**config.mk**
```make
export PLATFORM = sky130hd
export DESIGN_NAME = game_state_ctrl
export DESIGN_NICKNAME = d
export VERILOG_FILES = /design/src/rtl/game_state_ctrl.sv
export SDC_FILE = /design/constraint.sdc
export NUM_CORES = 1
export LEC_CHECK = 0
export BUFFER_PORTS_ARGS = -buffer_cell sky130_fd_sc_hd__buf_2
export CAP_MARGIN = 0
export CORE_MARGIN = 2
export CORE_UTILIZATION = 45
export DETAILED_ROUTE_END_ITERATION = 10
export PLACE_DENSITY = 0.67
export SLEW_MARGIN = 10
export SYNTH_ARGS = -nofsm -noshare
export SYNTH_HDL_FRONTEND = slang
export SYNTH_SLANG_ARGS = --single-unit
```
**constraint.sdc**
```tcl
create_clock -name clk -period 1.8 [get_ports clk]
set_clock_uncertainty 0.2 [all_clocks]
set_input_delay 0 -clock clk [delete_from_list [all_inputs] [get_ports clk]]
set_output_delay 0 -clock clk [all_outputs]
set_load 0.02 [all_outputs]
```
**src/rtl/game_state_ctrl.sv**
```systemverilog
// game_state_ctrl: master game flow controller.
// Sequences title -> play -> (pause) -> game over, tracks lives, level and
// score, and drives freeze / level-start strobes to the movers.
//
// Optional feature: define GAME_EXTRA_LIFE_EN to award one life each time
// the score crosses a multiple of 1000 (capped at 7 lives).
//
// Ports:
//   clk, resetN      clock, asynchronous active-low reset
//   startOfFrame     one-cycle pulse per video frame
//   spaceKey         level-sensitive space key (synchronous)
//   playerHit        pulse: ball touched player
//   levelCleared     pulse: last ball of level popped
//   ballPopped       pulse: rope popped a ball
//   gameState[1:0]   0 title, 1 playing/pause, 2 game over
//   lives[2:0]       remaining lives
//   level[3:0]       current level, 1-based
//   score[15:0]      saturating binary score
//   freeze           movers hold position (pause / game over)
//   levelStart       one-cycle pulse, movers reload layout
//   playerWon        valid in game over; 1 = all levels cleared
module game_state_ctrl #(
  parameter int unsigned INIT_LIVES   = 3,
  parameter int unsigned MAX_LEVEL    = 8,
  parameter int unsigned PAUSE_FRAMES = 60,
  parameter int unsigned POP_POINTS   = 10
) (
  input  logic        clk,
  input  logic        resetN,
  input  logic        startOfFrame,
  input  logic        spaceKey,
  input  logic        playerHit,
  input  logic        levelCleared,
  input  logic        ballPopped,
  output logic [1:0]  gameState,
  output logic [2:0]  lives,
  output logic [3:0]  level,
  output logic [15:0] score,
  output logic        freeze,
  output logic        levelStart,
  output logic        playerWon
);

  localparam int unsigned CNT_W   = 8;
  localparam int unsigned SCORE_W = 16;
  localparam int unsigned LIVES_W = 3;
  localparam int unsigned LEVEL_W = 4;

  typedef enum logic [1:0] {
    ST_TITLE = 2'd0,
    ST_PLAY  = 2'd1,
    ST_PAUSE = 2'd2,
    ST_OVER  = 2'd3
  } state_e;

  state_e               state_q, state_d;
  logic                 space_prev_q, space_prev_d;
  logic [CNT_W-1:0]     frame_cnt_q, frame_cnt_d;
  logic [LIVES_W-1:0]   lives_q, lives_d;
  logic [LEVEL_W-1:0]   level_q, level_d;
  logic [SCORE_W-1:0]   score_q, score_d;
  logic                 won_q, won_d;
  logic                 level_start_q, level_start_d;
  logic                 freeze_q, freeze_d;
  logic [1:0]           game_state_q, game_state_d;

  logic                 space_press_c;
  logic [SCORE_W:0]     score_sum_c;
  logic [SCORE_W-1:0]   score_pop_c;
  logic [LIVES_W-1:0]   lives_inc_c;
  logic                 award_c;

  // Press = rising edge of the key; prev sample resets high so a key held
  // through reset is not a press.
  assign space_press_c = spaceKey & ~space_prev_q;

  // Saturating score after one pop.
  assign score_sum_c = {1'b0, score_q} + (SCORE_W+1)'(POP_POINTS);
  assign score_pop_c = score_sum_c[SCORE_W] ? {SCORE_W{1'b1}} : score_sum_c[SCORE_W-1:0];

  assign lives_inc_c = (lives_q == 3'd7) ? 3'd7 : lives_q + 3'd1;

`ifdef GAME_EXTRA_LIFE_EN
  logic [SCORE_W-1:0] thr_q, thr_d;

  // Next 1000-point threshold; parks at all-ones once past the last multiple.
  always_comb begin
    thr_d   = thr_q;
    award_c = 1'b0;
    if (state_q == ST_TITLE && space_press_c) begin
      thr_d = 16'd1000;
    end else if (state_q == ST_PLAY && ballPopped && thr_q != 16'hFFFF &&
                 score_pop_c >= thr_q) begin
      award_c = 1'b1;
      thr_d   = (thr_q > 16'(65535 - 1000)) ? 16'hFFFF : thr_q + 16'd1000;
    end
  end

  always_ff @(posedge clk or negedge resetN) begin
    if (!resetN) thr_q <= 16'd1000;
    else         thr_q <= thr_d;
  end
`else
  assign award_c = 1'b0;
`endif

  // Next-state and output computation.
  always_comb begin
    state_d       = state_q;
    space_prev_d  = spaceKey;
    frame_cnt_d   = frame_cnt_q;
    lives_d       = lives_q;
    level_d       = level_q;
    score_d       = score_q;
    won_d         = won_q;
    level_start_d = 1'b0;

    unique case (state_q)
      ST_TITLE: begin
        if (space_press_c) begin
          state_d       = ST_PLAY;
          lives_d       = LIVES_W'(INIT_LIVES);
          level_d       = 4'd1;
          score_d       = '0;
          won_d         = 1'b0;
          level_start_d = 1'b1;
        end
      end

      ST_PLAY: begin
        if (ballPopped) score_d = score_pop_c;
        if (award_c) lives_d = lives_inc_c;
        if (playerHit && lives_q == 3'd1) begin
          state_d     = ST_OVER;
          lives_d     = '0;
          won_d       = 1'b0;
          frame_cnt_d = '0;
        end else if (playerHit) begin
          // Award and loss cancel out in the same cycle.
          state_d     = ST_PAUSE;
          lives_d     = award_c ? lives_q : lives_q - 3'd1;
          frame_cnt_d = '0;
        end else if (levelCleared && level_q == LEVEL_W'(MAX_LEVEL)) begin
          state_d     = ST_OVER;
          won_d       = 1'b1;
          frame_cnt_d = '0;
        end else if (levelCleared) begin
          state_d     = ST_PAUSE;
          level_d     = level_q + 4'd1;
          frame_cnt_d = '0;
        end
      end

      ST_PAUSE: begin
        if (startOfFrame) begin
          if (frame_cnt_q == CNT_W'(PAUSE_FRAMES - 1)) begin
            state_d       = ST_PLAY;
            frame_cnt_d   = '0;
            level_start_d = 1'b1;
          end else begin
            frame_cnt_d = frame_cnt_q + 8'd1;
          end
        end
      end

      ST_OVER: begin
        // Counter saturates at PAUSE_FRAMES; space only honoured after that.
        if (frame_cnt_q == CNT_W'(PAUSE_FRAMES) && space_press_c) begin
          state_d = ST_TITLE;
        end else if (startOfFrame && frame_cnt_q != CNT_W'(PAUSE_FRAMES)) begin
          frame_cnt_d = frame_cnt_q + 8'd1;
        end
      end

      default: state_d = ST_TITLE;
    endcase

    freeze_d = (state_d == ST_PAUSE) || (state_d == ST_OVER);

    unique case (state_d)
      ST_TITLE: game_state_d = 2'd0;
      ST_OVER:  game_state_d = 2'd2;
      default:  game_state_d = 2'd1;
    endcase
  end

  // State and output registers.
  always_ff @(posedge clk or negedge resetN) begin
    if (!resetN) begin
      state_q       <= ST_TITLE;
      space_prev_q  <= 1'b1;
      frame_cnt_q   <= '0;
      lives_q       <= '0;
      level_q       <= '0;
      score_q       <= '0;
      won_q         <= 1'b0;
      level_start_q <= 1'b0;
      freeze_q      <= 1'b0;
      game_state_q  <= 2'd0;
    end else begin
      state_q       <= state_d;
      space_prev_q  <= space_prev_d;
      frame_cnt_q   <= frame_cnt_d;
      lives_q       <= lives_d;
      level_q       <= level_d;
      score_q       <= score_d;
      won_q         <= won_d;
      level_start_q <= level_start_d;
      freeze_q      <= freeze_d;
      game_state_q  <= game_state_d;
    end
  end

  assign gameState  = game_state_q;
  assign lives      = lives_q;
  assign level      = level_q;
  assign score      = score_q;
  assign freeze     = freeze_q;
  assign levelStart = level_start_q;
  assign playerWon  = won_q;

endmodule

```
# Yosys cells after proc, flatten, opt, wreduce, memory -nomap -nowiden
# Index checks and enable logic that the tools add are counted.
# Widths: inputs -> output; s select.
# word_totals
mem_bits_ro	0
n_memories	0
out_inout_bits	28
latch_bits	0
ff_bits	39
ram_bits	0
wordCells	95
# classes
add_sub_neg	4
reduce_logical	14
n_div	0
n_shift	0
multipliers	0
muxes	42
n_bitwise	2
n_lt_le_gt_ge	0
eq_ne	23
# op_table
cell	count
$mux 8	8
$mux 16	3
$pmux 16 s2	1
$pmux 8 s3	1
$mux 4	5
$ne 2x2->1 const B	9
$add 16x4->17 const B	1
$eq 8x6->1 const B	2
$mux 2	8
$mux 3	3
$ne 3x3->1 const B	3
$add 8x1->8 const B	1
$eq 2x2->1 const B	4
$ne 8x6->1 const B	1
$pmux 2 s4	1
$pmux 4 s2	1
$mux 1	7
$pmux 3 s2	1
$reduce_and 3->1	2
$reduce_and 6->1	1
$ne 5x5->1 const B	1
$reduce_and 5->1	1
$add 4x1->4 const B	1
$eq 4x4->1 const B	1
other kinds (13)	18

# Depth between registers and ports, before layout
# depth
depth_word	8
ltp_mapped	7
depth_no_buf	7

# Worst setup path after synthesis
# Ideal clock, no wire load.
# synth_path
path_type	register to register
from	register, netlist name freeze
to	register score_q[8], in the netlist score[8]
arrival_time_ns	1.601
required_ns	1.477
period_less_slack_ns	1.924
slack_ns	-0.124
path_stages_with_launch	6
n_path_buf	1
cell_sequence	dfrtp_1 buf_2 nand3b_4 nor3_1 o21ai_0 o221a_2
# synth_lines
element	line	text
to (signal assigned)	206	score_q <= score_d;
to (decl)	61	logic [SCORE_W-1:0] score_q, score_d;

# Final worst setup path
# layout_path
from	register score_q[15], in the netlist score[15]
to	register score_q[9], in the netlist score[9]
# layout_between
elab_chain_cells	4
# layout_lines
element	line	text
$add 16x4->17	78	assign score_sum_c = {1'b0, score_q} + (SCORE_W+1)'(POP_POINTS);
$mux 16	79	assign score_pop_c = score_sum_c[SCORE_W] ? {SCORE_W{1'b1}} : score_sum_c[SCORE_W-1:0];
$mux 16	131	if (ballPopped) score_d = score_pop_c;
$pmux 16 s2	118	unique case (state_q)
# Every way passes these cells. The select of a mux whose other input is x is not followed.
# A chain may end at the register's enable or synchronous reset.

==> out/qor.yml <==
outcome: "completed"
cell_taking_the_most_area_after_synthesis: "dfrtp_1"
grt_setup_unrepaired: "yes"
place_hpwl_mm: 4.04
synth_top_cell_area_share_pct: 44.2
timing_hold_violations_final: 0
drv.max_cap_violation_count: 0
fin_crit_sh_pct: 99.0
grt_pass1_wl_mm: 9.18
fmaxAchievable_mhz: 561
synthesis.area_mm2: 0.00210
finish.net_count: 323
largest_net_degree_at_the_start_of_global_routing: 14
clkLatencyLatePin_ns: 0.29
cts_tree: "built"
first_global_vias: 1896
cp-end-kind: "register"
totalWireLength_mm: 5.67
synth_top_cells_by_area: "dfrtp_1 (44%), ha_1 (4.8%), nand3_1 (3.6%), a31oi_1 (2.7%), nand2_1 (2.7%)"
drt-wirelength-per-cell_um: 15.7
postPlaceCellArea_mm2: 0.00271
dr_total_vias: 2078
gp_congestion: 0.908
cellPowerDensity_mw_per_mm2: 1170
synthesized_netlist_net_count: 228
ir_worst_vdd_v: 0.000624
leakage_nw: 1.40
layout.cells.most_common: "buf_4"
slew_headroom_pct: 60.2
cts_buffers: 5
std_cell_rows: 24
hold_ws_ns: 0.0463
cts.htree.levels: 2
pin_count: 35
finish.instance_area_mm2: 0.00297
drtPass1Iterations: 4
remaining_drc_errors: 0
die_y_um: 72.3
critical_path_arrival_ns: 1.79
final_antenna_net_count: 0
cts.clk_slew.worst_paths_ns: 0.08
grt_util_all_layers_pct: 23.0
ys_types: 54
die_area_mm2: 0.00522
syn_avg_cell_area_um2: 9.85
fp.dieW_um: 72.3
max_transition_viols_final: 0
ys.warnings.count: 0
nFillCells: 376
worstMarginPinSlew_ns: 0.595
worst_path_required_ns: 1.81
initial_utilization_pct: 47.5
synth_async_sr_flop_share_pct: 100
synthCells: 213
core_mm2: 0.00441
critical_path.max_fanout: 9
clockBufferDepth: 2
timing.critical_path.from_type: "register"
final_cell_mix: "buf_4 (53), buf_2 (34), dfrtp_1 (23)"
numPortBuffers: 34
hold_path.class: "in2async"
number_of_enable_flip_flop_cells_after_synthesis: 0
drtIter0Drc: 91
ys_seq_area_share_pct: 45.4
antenna_cells_inserted: 0
syn2layout_area_growth_pct: 41.4
synth_seq_cells: 38
ctsRootBufferMaster: "clkbuf_8"
final_core_utilization_pct: 67.2
final_layout_size_suffix_gt1_share_pct: 43.0
postSynth.topFlopCell: "dfrtp_1"
final.min_clock_period_ns: 1.78
grt_antenna_before_repair: 0
vias_per_cell: 5.76
setup.worst_path.class: "reg2reg"
tritoncts_num_sinks: 38
grt_overflow: 0
report.final.setup_viol: 0
[Yosys cell counts (2+ instances only)]
cell      number
nor3b_1        3
xor2_1         2
o221a_2        2
o21ai_0       11
o21a_1         2
a21oi_1        8
nand4_1        7
clkbuf_1       3
and2_1         6
o211ai_1       2
nor3_1         8
and3_1         3
buf_2          3
dfrtp_1       37
and4_1         2
nor2_1         8
o31ai_1        3
and3_4         2
nor4_1         4
nand3_1       15
inv_1         11
nand2_1       15
ha_1           8
a211oi_1       3
nand3b_1       3
nor2b_1        3
o211a_1        2
a31oi_1        9
nor3_2         3
[registers in the layout (all words and copies together), names as in the netlist]
name          flops
frame_cnt_q       8
freeze            1
gameState         2
level             4
levelStart        1
lives             3
playerWon         1
score            16
space_prev_q      1
state_q           1
[cells by family after synthesis]
logic type	count (synthesis)	synth area share (%)
AOI/OAI and AO/OA	56	18.7
xor gates and xnor gates	2	0.835
adders and majority gates	8	4.77
buffers and inverters	18	3.76
DFF	38	45.4
and+or+nand+nor	91	26.6
[critical path, stage by stage, from the launching register on]
cell and delay, ns:
dfrtp_2 0.39, nand4_4 0.13, or4_4 0.56, buf_6 0.16
and3_4 0.16, nor3_2 0.10
[stage by stage]
| step | worst slack [ns] | setup TNS [ns] | cells | total power, mW |
|---|---|---|---|---|
| detailed placement | -0.00846 | -0.00846 | 342 | 2.72 |
| floorplan | -0.0153 | -0.0309 | 213 | 2.06 |
| CTS | 0.0167 | 0 | 357 | 3.35 |
| global route | -0.0802 | -0.247 | 361 | 3.72 |
| global placement | 0.0274 | 0 | 342 | 2.67 |
| finish | 0.0184 | 0 | 361 | 3.46 |
[layout make-up]
cell class	instances	area (µm²)	share of cell area, %
clock buffers	7	86.3	2.91
repair buffers	95	649	21.9
clock inverters	1	5.00	0.169
flip-flops and latches	38	970	32.7
multi-input cells	157	1150	38.7
inverters	11	41.3	1.39
well taps	52	65.1	2.19
[final timing paths]
kind,startpoint,to,slack (ns),cells past startpoint
min reg2reg,score[0],score[0],0.30,1
max,score[15],score[9],0.02,5
max in group asynchronous,resetN,lives[1],0.30,3
min,resetN,space_prev_q,0.05,2
min in group clk,spaceKey,space_prev_q,0.19,2
max reg2reg,score[15],score[9],0.02,5
[power breakdown]
group          total, mW  switching, mW  internal (mW)
Clock              0.606          0.297          0.309
Combinational       1.60          0.860          0.743
Sequential          1.25          0.181           1.07
[metal layers]
| metal | up-vias | wire (µm) | global-route usage (%) |
|---|---|---|---|
| li1 | 1003 | - | - |
| met1 | 1014 | 2510 | 30.7 |
| met2 | 53 | 2880 | 37.6 |
| met3 | 8 | 225 | 5.28 |
| met4 | 0 | 59 | 6.71 |
| met5 | - | 0 | 0 |
[repair_timing]
item | 4_1_cts | 5_1_grt
gates resized for setup | 1 | 15
endpoints found under the setup margin | 1 | 15
hold buffers | 7 | 0
gates cloned | 0 | 0
pin swaps | 0 | 4
buffers inserted | 0 | 4
endpoints found under the hold margin | 45 | 0
Power figures use the tool's default switching activity.
